===== src/rtl/seq_detect_prog.sv =====
// rtl/seq_detect_prog.sv - programmable serial bit-pattern detector with saturating match counter
// Optional sticky interrupt output enabled by defining STICKY_IRQ_EN.
module seq_detect_prog #(
  parameter int MAX_LEN = 8,
  parameter int CNT_W   = 8,
  parameter int LEN_W   = $clog2(MAX_LEN+1)
) (
  input  logic               clk,
  input  logic               rst_n,
  input  logic               din,
  input  logic               din_valid,
  input  logic               cfg_load,
  input  logic [MAX_LEN-1:0] pat_in,
  input  logic [LEN_W-1:0]   len_in,
  input  logic               overlap_in,
  input  logic               cnt_clr,
  output logic               match,
  output logic [CNT_W-1:0]   match_count,
  output logic [LEN_W-1:0]   fill,
  output logic [LEN_W-1:0]   active_len
`ifdef STICKY_IRQ_EN
  ,
  input  logic               irq_clr,
  output logic               irq
`endif
);

  localparam logic [0:0]       IDLE    = 1'b0;
  localparam logic [0:0]       RUN     = 1'b1;
  localparam logic [LEN_W-1:0] LEN_MAX = LEN_W'(MAX_LEN);
  localparam logic [CNT_W-1:0] CNT_MAX = '1;
  localparam logic [CNT_W-1:0] CNT_ONE = CNT_W'(1);

  logic [0:0]         state;
  logic [MAX_LEN-1:0] pattern;
  logic [MAX_LEN-1:0] pat_mask;
  logic [MAX_LEN-1:0] load_mask;
  logic [MAX_LEN-1:0] shifted;
  // The oldest history bit is shifted out before it can ever be compared, so only MAX_LEN-1 bits are stored.
  logic [MAX_LEN-2:0] hist;
  logic               overlap;
  logic [LEN_W-1:0]   len_eff;
  logic [LEN_W-1:0]   fill_next;
  logic [LEN_W:0]     fill_inc;
  logic               match_cond;

  always_comb begin
    len_eff = (len_in > LEN_MAX) ? LEN_MAX : len_in;
    load_mask = '0;
    for (int k = 0; k < MAX_LEN; k++) begin
      load_mask[k] = (k < int'(len_eff));
    end
  end

  always_comb begin
    shifted    = {hist, din};
    fill_inc   = {1'b0, fill} + {{LEN_W{1'b0}}, 1'b1};
    fill_next  = (fill_inc > {1'b0, active_len}) ? active_len : fill_inc[LEN_W-1:0];
    match_cond = (state == RUN) && din_valid && !cfg_load &&
                 (fill_inc >= {1'b0, active_len}) &&
                 (((shifted ^ pattern) & pat_mask) == '0);
  end

  // IDLE <-> RUN only moves on a config load (or reset); IDLE is exactly active_len == 0.
  always_ff @(posedge clk) begin
    if (!rst_n) begin
      state      <= IDLE;
      pattern    <= '0;
      pat_mask   <= '0;
      active_len <= '0;
      overlap    <= 1'b0;
    end else if (cfg_load) begin
      pattern    <= pat_in;
      pat_mask   <= load_mask;
      active_len <= len_eff;
      overlap    <= overlap_in;
      state      <= (len_eff != '0) ? RUN : IDLE;
    end
  end

  always_ff @(posedge clk) begin
    if (!rst_n || cfg_load) begin
      hist <= '0;
      fill <= '0;
    end else if (din_valid) begin
      if (match_cond && !overlap) begin
        hist <= '0;
        fill <= '0;
      end else begin
        hist <= shifted[MAX_LEN-2:0];
        fill <= fill_next;
      end
    end
  end

  always_ff @(posedge clk) begin
    if (!rst_n) begin
      match       <= 1'b0;
      match_count <= '0;
    end else begin
      match <= match_cond;
      if (cnt_clr) begin
        match_count <= '0;
      end else if (match_cond && (match_count != CNT_MAX)) begin
        match_count <= match_count + CNT_ONE;
      end
    end
  end

`ifdef STICKY_IRQ_EN
  always_ff @(posedge clk) begin
    if (!rst_n) begin
      irq <= 1'b0;
    end else if (match_cond) begin
      irq <= 1'b1;
    end else if (irq_clr) begin
      irq <= 1'b0;
    end
  end
`endif

endmodule

===== config.mk =====
export PLATFORM = sky130hd
export DESIGN_NAME = seq_detect_prog
export DESIGN_NICKNAME = d
export VERILOG_FILES = /design/src/rtl/seq_detect_prog.sv
export SDC_FILE = /design/constraint.sdc
export NUM_CORES = 1
export LEC_CHECK = 0
export CAP_MARGIN = 25
export CORE_MARGIN = 8
export CORE_UTILIZATION = 55
export DETAILED_ROUTE_END_ITERATION = 10
export DONT_BUFFER_PORTS = 1
export PLACE_DENSITY = 0.75
export SYNTH_ARGS = -nofsm -noshare
export SYNTH_HDL_FRONTEND = slang
export SYNTH_SLANG_ARGS = --single-unit
export TNS_END_PERCENT = 50

===== constraint.sdc =====
create_clock -name clk -period 3.7 [get_ports clk]
set_clock_uncertainty 0.05 [all_clocks]
set_input_delay 0.74 -clock clk [delete_from_list [all_inputs] [get_ports clk]]
set_output_delay 0.74 -clock clk [all_outputs]
set_load 0.005 [all_outputs]

==> impl_metrics.toml <==
[flow_run]
maxCapViolCount = 0

[grt]
grt_pass1_vias = 1511
grt_max_degree = 27
antenna_found_initial = 0
grt_overflow_total = 0
grt_usage = 0.1701
grt_pass1_wl_um = 7251

[sta]
worstMarginPinSlew_ps = 528.4
maxSlewViolCount = 0
post-route-period-util = 0.7205
finalHoldViolations = 0
relSlewSlack = 0.6465
setup_viol = 0
min_period_ps = 2666
fin_setup_tns_ps = 0
max_freq_mhz = 375.1
rsz0062_at_grt = "false"

[clock_tree]
cts_tree = "done"
cts_buffers = 5
insertion_delay_ps = 370
htreeDepth = 2
cts.sinks = 40
post_cts_buffers = 0
cts.hold.buffers_added = 0
cts_buffer_depth = 2
clk_pin_slew_ps = 130
cts_root_buf = "clkbuf_4"
cts_resized = 0

[critical_path]
cp_max_fo = 13
cp.required_ps = 3910
path_cells = "nand3_1 > xnor2_1 > ha_1 > nand3_1 > a21oi_1 > o31ai_1 > buf_4 > or3_1 > a32o_1"
endpoint_kind = "register"
path_common_cell = "nand3_1"
reg2reg_from = "fill[2]"
crit_type = "reg2reg"
worstPathArrival_ps = 2880
ff2ff_path_depth = 9
crit_path_max_incr_delay_ps = 520
r2r_setup_slack_ps = 1030
startpoint_type = "register"
reg2reg_to = "hist[0]"
cpMaxStageDelayCell = "or3_1"

[floorplan]
dieHeight_um = 74.67
die_w_um = 74.67
core_um2 = 3311
dieArea_um2 = 5576
io_pins = 36
rows = 21
initial_core_util = 0.5718

[place]
io_buffers = 0
dp_hpwl_um = 3323
gp_congestion = 0.9116
placed_cell_area_um2 = 1931

[synth]
synth_cell_types = 39
netlist_area_um2 = 1893
async_flop_share = 0
yosys_warnings = 0
netlist_instances = 204
syn_nets = 229
syn_area_per_cell_um2 = 9.280
synth_edf_count = 0
ys_ff_latch = 40
ys_seq_area_frac = 0.4230
synthFlopType = "dfxtp_1"

[layout]
final_cell_mix = "dfxtp_1 (40), nor2_1 (15), mux2i_1 (15), nand2_1 (14), a32o_1 (11)"
fill_cells = 294
area_delta_synth_final_pct = 5.023
n_antenna_cell = 0
final_common_cell = "dfxtp_1"
final_layout_size_suffix_gt1_frac = 0.06829
fin_area_um2 = 1988
fin_nets = 230

[worst_hold_path]
min_to = "active_len[2]"
min_path_type = "in2reg"
hold_start = "rst_n"
min_path_cells = 1

[drt]
ant_nets = 0
routed-via-count = 1580
drcViolationCount = 0
avgViaCountPerCell = 6.295
drt_wl_total_um = 4450
drt-initial-drc-count = 135
wl_per_cell_um = 17.73
first_pass_iters = 7

[status]
status = "finished, final reports clean"

[pwr]
leakagePower_nw = 0.7995
power_per_cell_area_nw_per_um2 = 385.2
ir_worst_vdd_mv = 0.1818
power.total_mw = 0.7658
-- critical path: cells and delay by family (launching register included) --
kind / cells / cell delay [ps]
DFF: 1 / 470
AOI/OAI and AO/OA: 3 / 530
xor gates and xnor gates: 1 / 180
buffers and inverters: 1 / 200
adders and majority gates: 1 / 360
and+or+nand+nor: 3 / 760
-- layer usage --
metal,track usage,vias up,wire length (um)
li1,-,763,-
met1,0.1967,758,1808
met2,0.2788,56,2226
met3,0.06258,3,371
met4,0.06522,0,44
met5,0,-,0
-- synth_stat cells, types with 2 or more instances --
master,instances,area share
o21ai_0,8,0.021
nand3_1,8,0.021
nand4_1,4,0.013
nor2_1,15,0.030
nor3b_1,2,0.0079
o41ai_1,2,0.0093
ha_1,6,0.040
mux2_2,3,0.018
mux2i_1,15,0.079
a22oi_1,4,0.016
inv_1,9,0.018
a21oi_1,9,0.024
a2bb2oi_1,2,0.0093
nand2_1,14,0.028
a32o_1,11,0.058
dfxtp_1,40,0.42
and2_1,2,0.0066
o311ai_0,2,0.0093
o31ai_1,3,0.012
xor2_1,9,0.042
clkbuf_1,7,0.014
nor3_1,5,0.013
and3_1,2,0.0066
or3_1,7,0.023
-- metrics by stage --
step / util / setup slack, ps / std cells / hold WS, ps
floorplan: - / 1450 / 204 / 403.2
global placement: 0.5831 / 1186 / 243 / 426.7
detailed placement: 0.5831 / 1097 / 243 / 437.2
CTS: 0.5983 / 1062 / 250 / 428.0
global route: 0.6005 / 846.8 / 251 / 411.9
finish: 0.6005 / 1034 / 251 / 434.1
-- state kept, by name, indices dropped and copies added (netlist names) --
signal	flops
fill	4
hist	7
match_count	8
pattern	8
overlap	1
match	1
active_len	4
pat_mask	7
-- worst max path at each step --
stage,startpoint,to,slack (ps),cells after the start
after floorplan,fill[0],hist[2],1450,9
after detailed placement,fill[0],hist[3],1100,9
after CTS,fill[0],hist[3],1060,9
after global placement,fill[0],hist[5],1190,9
after global routing,fill[2],hist[1],850,9
final,fill[2],hist[0],1030,9
-- layout make-up --
type	count	area [um2]	area share
Multi-Input combinational cell	145	1016	0.5110
Sequential cell	40	800.8	0.4028
Tap cell	46	57.56	0.02895
Clock buffer	5	37.54	0.01888
Inverter	9	33.78	0.01699
Timing Repair Buffer	4	30.03	0.01510
Clock inverter	2	12.51	0.006293
-- power by group --
group / switching, mW / internal [mW] / leakage, nW
Sequential: 0.0146 / 0.446 / 0.327
Clock: 0.146 / 0.0693 / 0.0271
Combinational: 0.0497 / 0.0400 / 0.446
-- cell families (layout without fill, tap and decap cells) --
group	after synthesis	in the layout	synth area share
adders and majority gates	6	6	0.03966
and+or+nand+nor	62	62	0.1606
buffers and inverters	19	20	0.04032
DFF	40	40	0.4230
muxes	18	18	0.09715
AOI/OAI and AO/OA	49	49	0.1930
xor gates and xnor gates	10	10	0.04627
Note: power is estimated with default switching activity, not from simulation.
==> variant (same settings) <==
Set the parameter `CNT_W` to 7 (it was 8).
--- a/src/rtl/seq_detect_prog.sv
+++ b/src/rtl/seq_detect_prog.sv
@@ -2,7 +2,7 @@
 // Optional sticky interrupt output enabled by defining STICKY_IRQ_EN.
 module seq_detect_prog #(
   parameter int MAX_LEN = 8,
-  parameter int CNT_W   = 8,
+  parameter int CNT_W   = 7,
   parameter int LEN_W   = $clog2(MAX_LEN+1)
 ) (
   input  logic               clk,
Interface: changed (resized match_count); port bits go from 36 to 35. The function was not compared with the original's and may differ.
==> variant against the unedited design <==
- final cell count down 5.2%
- cell area fell by 2.8%
- largest power group unchanged
- synthesized cell count shrank 4.9%
- sequential cell count down 1
- worst setup slack improved by 0.052 ns
- combinational power is 7.5% lower
- area after synthesis is 3.1% lower
- routed wire length is 14% lower
- total power is 4.9% higher
==> variant: results <==
# TYPE chip_impl_metric gauge
chip_impl_metric{name="vias_per_cell",unit=""} 5.83
chip_impl_metric{name="route.vias.total",unit=""} 1387
chip_impl_metric{name="placement.io_buffers",unit=""} 0
chip_impl_metric{name="drive_gt1_share",unit="%"} 5.73
chip_impl_metric{name="routed_wl",unit="mm"} 3.81
chip_impl_metric{name="largest_net_degree_at_the_start_of_global_routing",unit=""} 28
chip_impl_metric{name="regToRegSetupSlack",unit="ns"} 1.09
chip_impl_info{name="synth_most_common_cell",value="dfxtp_1"} 1
chip_impl_metric{name="fill_cells",unit=""} 337
chip_impl_metric{name="placed_area",unit="mm²"} 0.00186
chip_impl_metric{name="final_hpwl_from_detailed_placement",unit="mm"} 2.86
chip_impl_metric{name="drt-initial-drc-count",unit=""} 103
chip_impl_info{name="synth_commonest_cells",value="dfxtp_1, mux2i_1, nand2_1"} 1
chip_impl_metric{name="syn-mean-instance-area",unit="µm²"} 9.45
chip_impl_metric{name="vdd_ir_drop_max",unit="mV"} 0.276
chip_impl_metric{name="place_inst",unit=""} 231
chip_impl_metric{name="drt-pass1-iter-count",unit=""} 4
chip_impl_info{name="r2r_end",value="hist[3]"} 1
chip_impl_metric{name="grt_pass1_wl",unit="mm"} 6.31
chip_impl_metric{name="globalplace.congestion",unit=""} 0.887
chip_impl_metric{name="timing.hold.worst_path_depth",unit=""} 2
chip_impl_info{name="r2r_start",value="fill[0]"} 1
chip_impl_info{name="hold-path-endpoint",value="pat_mask[0]"} 1
chip_impl_info{name="outcome",value="complete, no violations"} 1
chip_impl_metric{name="mappedNetlistNets",unit=""} 219
chip_impl_metric{name="max-slew-margin-rel",unit="%"} 50.1
chip_impl_metric{name="p_leak",unit="nW"} 0.803
chip_impl_info{name="synth_area_leaders",value="dfxtp_1, mux2i_1, a22o_1"} 1
chip_impl_metric{name="path_max_fanout",unit=""} 12
chip_impl_metric{name="track_usage",unit="%"} 15.1
chip_impl_info{name="worstHoldStart",value="len_in[0]"} 1
chip_impl_metric{name="cp_data_arrival_time",unit="ns"} 2.80
chip_impl_metric{name="netlist-cell-type-count",unit=""} 40
chip_impl_metric{name="yosysSeqAreaShare",unit="%"} 42.6
[variant: cell count changes in the layout (fill, tap and decap cells not counted), sizes merged, moves of 4 or more]
| cell | delta |
|---|---|
| a32o | -11 |
| or3 | -7 |
| nor2 | -14 |
| a22o | +11 |
| nor2b | +11 |
| nand2b | +4 |
[variant: critical path, cell delays in order, from the launching register on]
cell	delay [ns]
dfxtp_1	0.40
ha_1	0.25
xor2_1	0.16
ha_1	0.32
nand3_1	0.10
a21oi_1	0.13
o31ai_1	0.08
buf_4	0.19
o41a_1	0.57
a22o_1	0.25
[variant: worst max path at each step]
stage              end  slack [ns]    start  cells past startpoint
2_1_floorplan  fill[0]        1.47  fill[0]                      9
4_1_cts        fill[2]        1.08  fill[0]                      9
6_report       hist[3]        1.09  fill[0]                      9
5_1_grt        hist[5]        0.80  fill[0]                      9
3_5_place_dp   fill[2]        1.09  fill[0]                      9
3_3_place_gp   fill[2]        1.18  fill[0]                      9
[variant: power by group]
part	switching (mW)	internal [mW]	leakage [nW]
Sequential	0.0124	0.435	0.319
Clock	0.133	0.139	0.0383
Combinational	0.0443	0.0387	0.446
Total	0.190	0.613	0.803
[variant: final cells by class]
class / instances / area [µm²] / area share [%]
Clock buffer: 6 / 41.3 / 2.14
Timing Repair Buffer: 2 / 15.0 / 0.777
Multi-Input combinational cell: 137 / 981 / 50.8
Sequential cell: 39 / 781 / 40.4
Inverter: 7 / 26.3 / 1.36
Tap cell: 46 / 57.6 / 2.98
Clock inverter: 1 / 30.0 / 1.55
[variant: logic make-up (layout without fill, tap and decap cells)]
logic type / after synthesis / in the layout / share of synthesized area (%)
flops: 39 / 39 / 42.6
compound gates: 46 / 46 / 17.9
xor+xnor: 10 / 10 / 4.78
simple gates: 58 / 58 / 17.3
buf+inv: 18 / 16 / 3.96
fa+ha+maj: 6 / 6 / 4.09
mux: 17 / 17 / 9.48
[variant: metal layers]
metal,track usage [%],vias up,routed length (µm)
li1,-,698,-
met1,15.7,641,1620
met2,25.1,41,1790
met3,7.09,7,322
met4,7.10,0,78
met5,0,-,0
[variant: per-stage QoR]
| step | util [%] | worst slack [ns] | hold WS, ns |
|---|---|---|---|
| 4_1_cts | 59.3 | 1.08 | 0.444 |
| 5_1_grt | 59.3 | 0.805 | 0.432 |
| 3_3_place_gp | 56.9 | 1.18 | 0.437 |
| 3_5_place_dp | 57.1 | 1.09 | 0.439 |
| 6_report | 59.3 | 1.09 | 0.450 |
| 2_1_floorplan | - | 1.47 | 0.413 |
